`src/rtl/fetch_unit.sv`:
```
// fetch_unit: PC sequencing and instruction fetch for the MIPS core.
// Fetches one instruction at a time over a ready handshake, holds it
// for decode/execute, then selects the next PC from the jump and branch
// controls.
//
// Ports:
//   clk, reset        clock; synchronous active-high reset
//   imem_addr/req     fetch request (address = pc), raised in S_FETCH
//   imem_ready/rdata  fetch response, sampled only in S_FETCH
//   instr/instr_valid registered instruction, valid in S_EXEC
//   pc, pcplus4       address of instr and its sequential successor
//   branch/jump/zero  next-PC controls, sampled only in S_EXEC
//   stall             holds the current instruction in S_EXEC
//   instret           retired-instruction counter
module fetch_unit #(
    parameter logic [31:0] RESET_PC = 32'h0000_0000
) (
    input  logic        clk,
    input  logic        reset,
    output logic [31:0] imem_addr,
    output logic        imem_req,
    input  logic        imem_ready,
    input  logic [31:0] imem_rdata,
    output logic [31:0] instr,
    output logic        instr_valid,
    output logic [31:0] pc,
    output logic [31:0] pcplus4,
    input  logic        branch,
    input  logic        jump,
    input  logic        zero,
    input  logic        stall,
    output logic [31:0] instret
);

    typedef enum logic [1:0] {
        S_RESET,
        S_FETCH,
        S_EXEC
    } state_t;

    state_t      r_state;
    state_t      w_state_nxt;
    logic [31:0] r_pc;
    logic [31:0] r_instr;
    logic [31:0] r_instret;
    logic [31:0] w_pcplus4;
    logic [31:0] w_br_off;
    logic [31:0] w_br_tgt;
    logic [31:0] w_jmp_tgt;
    logic [31:0] w_next_pc;
    logic        w_take;
    logic        w_retire;

    assign w_pcplus4 = r_pc + 32'd4;
    assign w_br_off  = {{14{r_instr[15]}}, r_instr[15:0], 2'b00};
    assign w_br_tgt  = w_pcplus4 + w_br_off;
    assign w_jmp_tgt = {w_pcplus4[31:28], r_instr[25:0], 2'b00};

    // Jump wins over a taken branch.
    always_comb begin
        w_next_pc = w_pcplus4;
        if (jump) begin
            w_next_pc = w_jmp_tgt;
        end else if (branch && zero) begin
            w_next_pc = w_br_tgt;
        end
    end

    always_comb begin
        w_state_nxt = r_state;
        imem_req    = 1'b0;
        instr_valid = 1'b0;
        w_take      = 1'b0;
        w_retire    = 1'b0;
        unique case (r_state)
            S_RESET: begin
                w_state_nxt = S_FETCH;
            end
            S_FETCH: begin
                imem_req = 1'b1;
                if (imem_ready) begin
                    w_take      = 1'b1;
                    w_state_nxt = S_EXEC;
                end
            end
            S_EXEC: begin
                instr_valid = 1'b1;
                if (!stall) begin
                    w_retire    = 1'b1;
                    w_state_nxt = S_FETCH;
                end
            end
            default: begin
                w_state_nxt = S_RESET;
            end
        endcase
    end

    always_ff @(posedge clk) begin
        if (reset) begin
            r_state   <= S_RESET;
            r_pc      <= RESET_PC;
            r_instr   <= 32'd0;
            r_instret <= 32'd0;
        end else begin
            r_state <= w_state_nxt;
            if (w_take) begin
                r_instr <= imem_rdata;
            end
            if (w_retire) begin
                r_pc      <= w_next_pc;
                r_instret <= r_instret + 32'd1;
            end
        end
    end

    assign imem_addr = r_pc;
    assign instr     = r_instr;
    assign pc        = r_pc;
    assign pcplus4   = w_pcplus4;
    assign instret   = r_instret;

endmodule

```
`config.mk`:
```
export PLATFORM = sky130hd
export DESIGN_NAME = fetch_unit
export DESIGN_NICKNAME = d
export VERILOG_FILES = /design/src/rtl/fetch_unit.sv
export SDC_FILE = /design/constraint.sdc
export NUM_CORES = 1
export LEC_CHECK = 0
export BUFFER_PORTS_ARGS = -buffer_cell sky130_fd_sc_hd__buf_2
export CELL_PAD_IN_SITES_DETAIL_PLACEMENT = 0
export CELL_PAD_IN_SITES_GLOBAL_PLACEMENT = 2
export CORE_UTILIZATION = 26
export DETAILED_ROUTE_END_ITERATION = 12
export GPL_TIMING_DRIVEN = 0
export PLACE_DENSITY_LB_ADDON = 0.1
export RECOVER_POWER = 100
export SYNTH_ARGS = -nofsm -noshare
export SYNTH_HDL_FRONTEND = slang
export SYNTH_SLANG_ARGS = --single-unit
```
`constraint.sdc`:
```
create_clock -name clk -period 3.2 [get_ports clk]
set_input_delay 0.64 -clock clk [delete_from_list [all_inputs] [get_ports clk]]
set_output_delay 0.64 -clock clk [all_outputs]
set_load 0.005 [all_outputs]
```
==> flow_metrics.py, run 1 <==
metrics = {
    "status": {
        "status": "finished with violations",
        "violations": "negative setup slack",
    },
    "yosys": {
        "syn_avg_cell_area_um2": 7.68,
        "yosys_warnings": 0,
        "syn_inst": 834,
        "synth_edf_count": 0,
        "synth_commonest_cells": "nand2_1, dfxtp_1, a21oi_1, nor2_1, xor2_1",
        "yosysTopAreaCellShare": 0.300,
        "synth_area_leaders": "dfxtp_1, nand2_1, ha_1, a21oi_1, xor2_1",
        "seq_area_frac_synth": 0.300,
        "synth_async_sr_flop_share": 0,
        "synth.most_common_cell": "nand2_1",
        "ys_ff_latch": 96,
        "syn-cell-area_mm2": 0.00640,
        "synth_top_area_cell": "dfxtp_1",
        "ys_types": 70,
        "synthFlopType": "dfxtp_1",
    },
    "timing": {
        "slew_violations": 0,
        "hold_viol": 0,
        "setup_viol": 12,
        "slew_headroom": 0.179,
        "rsz0062_at_grt": "true",
        "post-route-period-util": 1.06,
        "tightest_slew_ns": 1.23,
        "clock_skew_ns": 0.0132,
        "finalCriticalPeriod_ns": 3.40,
        "hold_ws_ns": 0.462,
        "layout_setup_ws_ns": -0.201,
        "max_freq_ghz": 0.294,
    },
    "cells_and_area": {
        "multiInputGateArea_mm2": 0.00477,
        "area_delta_synth_final_pct": 44.9,
        "fill_cells": 2644,
        "insertedDiodeCount": 0,
        "regArea_mm2": 0.00197,
        "num-nets-final": 1173,
        "drive_gt1_frac": 0.348,
    },
    "min_path": {
        "holdCritStartpoint": "instr[27]",
        "hold_path_class": "flip-flop to flip-flop",
        "min_to": "instr[27]",
        "hold_depth": 2,
    },
    "clock_network": {
        "cts.hold.buffers_added": 0,
        "clock_path_buffers": 2,
        "clk_latency_ns": 0.36,
        "tritoncts": "done",
        "h-tree-depth": 3,
        "clkSinkCount": 96,
        "numCtsBuffers": 9,
        "cts_root_buf": "clkbuf_16",
        "clkTransAtPathRegs_ns": 0.08,
    },
    "job": {
        "drv_cap": 0,
    },
    "route": {
        "finalWirelength_mm": 26.0,
        "num_vias": 6886,
        "final_antenna_net_count": 0,
        "firstDrtPassIters": 4,
        "drt_iter0_drc": 336,
        "wl_per_cell_um": 18.3,
        "detail_route.vias_per_cell": 4.83,
        "drc_errors": 0,
    },
    "grt": {
        "grt_pass1_wl_mm": 39.5,
        "grt_max_degree": 24,
        "grt.total_usage": 0.202,
        "overflow": 0,
        "grt_antenna_before_repair": 1,
        "first_global_vias": 6611,
    },
    "placement": {
        "io_buffers": 193,
        "dpl.hpwl_mm": 19.2,
        "place.gp.congestion": 0.820,
        "place_ws_ns": -0.946,
    },
    "die": {
        "core_mm2": 0.0242,
        "start_util": 0.264,
        "ios": 201,
        "core.rowCount": 57,
        "die_h_um": 159,
        "fp.dieW_um": 159,
        "dieArea_mm2": 0.0253,
    },
    "critical_path": {
        "worstReg2RegStart": "imem_addr[4]",
        "end_kind": "flip-flop",
        "arrival_ns": 3.62,
        "r2r-end": "imem_addr[31]",
        "cp-start-kind": "flip-flop",
        "critPathRequiredTime_ns": 3.42,
        "rrSetupSlack_ns": -0.20,
        "worstSetupPathType": "flip-flop to flip-flop",
        "crit_fanout": 4,
        "reg2reg_depth": 14,
    },
    "power": {
        "power_density_mw_per_mm2": 302,
        "ir_worst_vdd_v": 0.000229,
        "leakagePower_nw": 4.10,
    },
}
cell usage in the layout (no fill, tap or decap), types with 11 or more instances in the layout:
master	n
dfxtp_1	80
nor2_1	76
buf_4	59
clkbuf_1	77
a21o_1	11
o21ai_0	21
a21oi_2	12
o21ai_1	11
nand4_1	17
a21oi_1	69
xnor2_1	26
xor2_1	34
dfxtp_4	11
buf_2	149
nand3_1	22
clkbuf_4	25
ha_4	12
ha_1	22
nand2_1	143
what timing repair did:
action,in CTS,in global routing
buffers inserted,36,24
cloned,0,0
resized for setup,83,69
hold endpoints to repair,0,0
pin swaps,34,53
endpoints found under the setup margin,27,20
layout make-up:
class                           instances  share of cell area
Multi-Input combinational cell        659               0.514
Sequential cell                        96               0.212
Timing Repair Buffer                  252               0.149
Tap cell                              324              0.0437
Buffer                                 68              0.0425
Clock buffer                           10              0.0270
Clock inverter                          6             0.00755
Inverter                               10             0.00405
worst max-delay path by stage:
stage / startpoint / end / slack (ns) / cells past startpoint
6_report: imem_addr[4] / imem_addr[31] / -0.20 / 14
5_1_grt: imem_addr[4] / imem_addr[31] / -0.32 / 14
4_1_cts: imem_addr[2] / imem_addr[21] / -0.21 / 14
3_5_place_dp: imem_addr[2] / imem_addr[31] / -0.95 / 16
3_3_place_gp: imem_addr[2] / imem_addr[31] / -0.99 / 16
2_1_floorplan: imem_addr[5] / imem_addr[30] / 0.01 / 14
routing by layer:
metal / routed length, um / vias up / global-route usage / share of wire
met5: 10 / - / 0 / 0.00038
met4: 359 / 2 / 0.0538 / 0.014
met3: 1630 / 22 / 0.0494 / 0.063
met2: 12600 / 193 / 0.344 / 0.48
met1: 11400 / 3257 / 0.254 / 0.44
li1: - / 3412 / - / -
report_power, final:
group          total (mW)  internal (mW)  switching, mW
clock                1.18          0.603          0.581
combinational       0.364          0.145          0.219
sequential           1.25           1.21         0.0420
registers in the layout (all words and copies together), names as in the netlist:
name	cells
instr	32
imem_addr	30
r_state	2
instret	32
logic make-up after synthesis:
kind of cell,synth area share
and+or+nand+nor,0.246
muxes,0.00156
xor gates and xnor gates,0.112
adders and majority gates,0.0754
buffers and inverters,0.0706
other,0.000586
DFF,0.300
AOI/OAI and AO/OA,0.193
through the flow:
step                      instance area (um^2)  power [mW]  cells  setup TNS [ns]   util
after floorplan                           6560        1.46    839               0      -
after global placement                    7930        1.61   1356          -11.34  0.327
after detailed placement                  7930        1.61   1356          -10.70  0.327
after CTS                                 8900        2.83   1403           -1.25  0.367
after global routing                      9280        2.92   1425           -4.23  0.383
final                                     9280        2.80   1425           -1.11  0.383
critical path, cell delays in order (launching register included):
cell     delay [ns]
dfxtp_4        0.37
nand2_4        0.06
or3_4          0.39
or2_4          0.30
nor2_4         0.13
xor2_4         0.26
ha_4           0.25
or2_4          0.23
a21oi_2        0.13
o32a_1         0.29
a21oi_4        0.12
nor3_4         0.30
o21ai_2        0.14
xnor2_2        0.21
o22ai_1        0.09
Note: power is estimated with default switching activity, not from simulation.
==> inputs of run 2 (changes only) <==
--- a/config.mk
+++ b/config.mk
@@ -16,3 +16,4 @@
 export SYNTH_ARGS = -nofsm -noshare
 export SYNTH_HDL_FRONTEND = slang
 export SYNTH_SLANG_ARGS = --single-unit
+export TNS_END_PERCENT = 1
==> run 2 against run 1 <==
The flow still finishes with violations (negative setup slack). Hold slack lost 0.0023 ns. Via count shrank 3.9%. Total power shrank 1.1%. Combinational power shrank 8.0%. Design area shrank 7.1%. Clock power is essentially flat. Count of clock-buffer cells in the layout shrank 1. Largest cell class unchanged. Largest power group unchanged.
==> flow_metrics.py, run 2 (same netlist as run 1, synthesis figures left out) <==
metrics = {
    "placement": {
        "dpl.hpwl_mm": 19.2,
        "io_buffers": 193,
        "place_ws_ns": -1.01,
        "place.gp.congestion": 0.821,
    },
    "timing": {
        "max_freq_ghz": 0.295,
        "slew_headroom": 0.238,
        "layout_setup_ws_ns": -0.189,
        "setup_viol": 12,
        "slew_violations": 0,
        "finalCriticalPeriod_ns": 3.39,
        "rsz0062_at_grt": "true",
        "clock_skew_ns": 0.0143,
        "tightest_slew_ns": 1.14,
        "post-route-period-util": 1.06,
        "hold_viol": 0,
    },
    "route": {
        "finalWirelength_mm": 25.5,
        "drt_iter0_drc": 288,
        "num_vias": 6618,
        "final_antenna_net_count": 0,
        "drc_errors": 0,
        "detail_route.vias_per_cell": 4.76,
        "wl_per_cell_um": 18.3,
        "firstDrtPassIters": 4,
    },
    "status": {
        "violations": "negative setup slack",
        "status": "finished with violations",
    },
    "grt": {
        "grt.total_usage": 0.201,
        "grt_max_degree": 24,
        "top_usage_layer": "met2",
        "overflow": 0,
        "use_met1": 0.261,
        "grt_pass1_wl_mm": 39.2,
        "global_route.usage.met3": 0.0423,
        "first_global_vias": 6385,
        "grt_antenna_before_repair": 0,
        "grt_util_met2": 0.344,
    },
    "critical_path": {
        "critPathRequiredTime_ns": 3.42,
        "cp-start-kind": "flip-flop",
        "cp_cell_sequence": "nand3_2 > or3_4 > or2_4 > nor2_4 > xor2_4 > ha_4 > nand3_1 > or2_2 > o32a_1 > a21oi_4 > nor3_4 > o21ai_2 > xnor2_2 > o22ai_1",
        "critPathSlowestCell": "or3_4",
        "crit_fanout": 5,
        "arrival_ns": 3.61,
        "end_kind": "flip-flop",
        "worstSetupPathType": "flip-flop to flip-flop",
        "critPathMaxStageDelay_ns": 0.41,
    },
    "cells_and_area": {
        "insertedDiodeCount": 0,
        "final_cell_mix": "nand2_1, buf_2, clkbuf_1",
        "num-nets-final": 1139,
        "finish.utilization": 0.355,
        "fill_cells": 2654,
        "multiInputGateArea_mm2": 0.00444,
        "regArea_mm2": 0.00196,
        "final_common_cell": "nand2_1",
        "drive_gt1_frac": 0.283,
        "area_delta_synth_final_pct": 34.7,
    },
    "clock_network": {
        "clkSinkCount": 96,
        "clkTransAtPathRegs_ns": 0.08,
        "tritoncts": "done",
        "cts_root_buf": "clkbuf_16",
        "numCtsBuffers": 9,
        "cts.hold.buffers_added": 0,
        "clk_latency_ns": 0.36,
        "clock_path_buffers": 2,
        "h-tree-depth": 3,
    },
    "die": {
        "start_util": 0.264,
        "die_h_um": 159,
        "ios": 201,
        "dieArea_mm2": 0.0253,
        "core_mm2": 0.0242,
        "core.rowCount": 57,
        "fp.dieW_um": 159,
    },
    "job": {
        "drv_cap": 0,
    },
    "min_path": {
        "hold_path_class": "flip-flop to flip-flop",
    },
    "power": {
        "power_density_mw_per_mm2": 322,
        "leakagePower_nw": 3.71,
        "ir_worst_vdd_v": 0.000185,
    },
}
## run 2: final timing paths
check / startpoint / end / slack, ns / cells after the start
max: imem_addr[2] / imem_addr[31] / -0.19 / 14
min: instr[27] / instr[27] / 0.46 / 2
max reg2reg: imem_addr[2] / imem_addr[31] / -0.19 / 14
min reg2reg: instr[27] / instr[27] / 0.46 / 2
## run 2: repair_timing
| action | CTS | global route |
|---|---|---|
| buffers inserted | 21 | 3 |
| pin swaps | 22 | 9 |
| resized for setup | 64 | 11 |
| gates cloned | 0 | 0 |
| hold endpoints to repair | 0 | 0 |
| setup endpoints to repair | 27 | 23 |
## run 2: layout make-up
class                   instances  area share
well taps                     324      0.0470
clock buffers                   9      0.0261
flip-flops and latches         96       0.227
plain buffers                  69      0.0462
multi-input cells             659       0.515
repair buffers                217       0.124
clock inverters                 7      0.0103
inverters                      10     0.00435
## run 2: metal layers
layer	up-vias	part of all wire	wire, um
met1	3102	0.46	11700
li1	3343	-	-
met3	11	0.053	1340
met5	-	0	0
met2	162	0.48	12200
met4	0	0.0081	206
## run 2: through the flow
stage               cell area (um^2)  TNS (ns)  instances  power (mW)  hold WS (ns)
detailed placement              7910    -11.36       1356        1.61         0.451
CTS                             8690     -1.54       1389        2.84         0.465
finish                          8620     -1.38       1391        2.77         0.460
global route                    8620     -4.55       1391        2.91         0.481
floorplan                       6540    -0.120        839        1.46         0.453
global placement                7910    -12.26       1356        1.61         0.442
## run 2: worst max-delay path: cells and delay by family, from the launching register on
| family | cells | cell delay [ns] |
|---|---|---|
| simple gates | 7 | 1.41 |
| compound gates | 4 | 0.89 |
| flops | 1 | 0.39 |
| fa+ha+maj | 1 | 0.29 |
| xor+xnor | 2 | 0.26 |
## run 2: where the power goes
group	total, mW	switching, mW	leakage, nW	internal, mW
clock network	1.18	0.557	0.155	0.624
logic	0.335	0.208	2.77	0.127
registers	1.26	0.0406	0.786	1.22
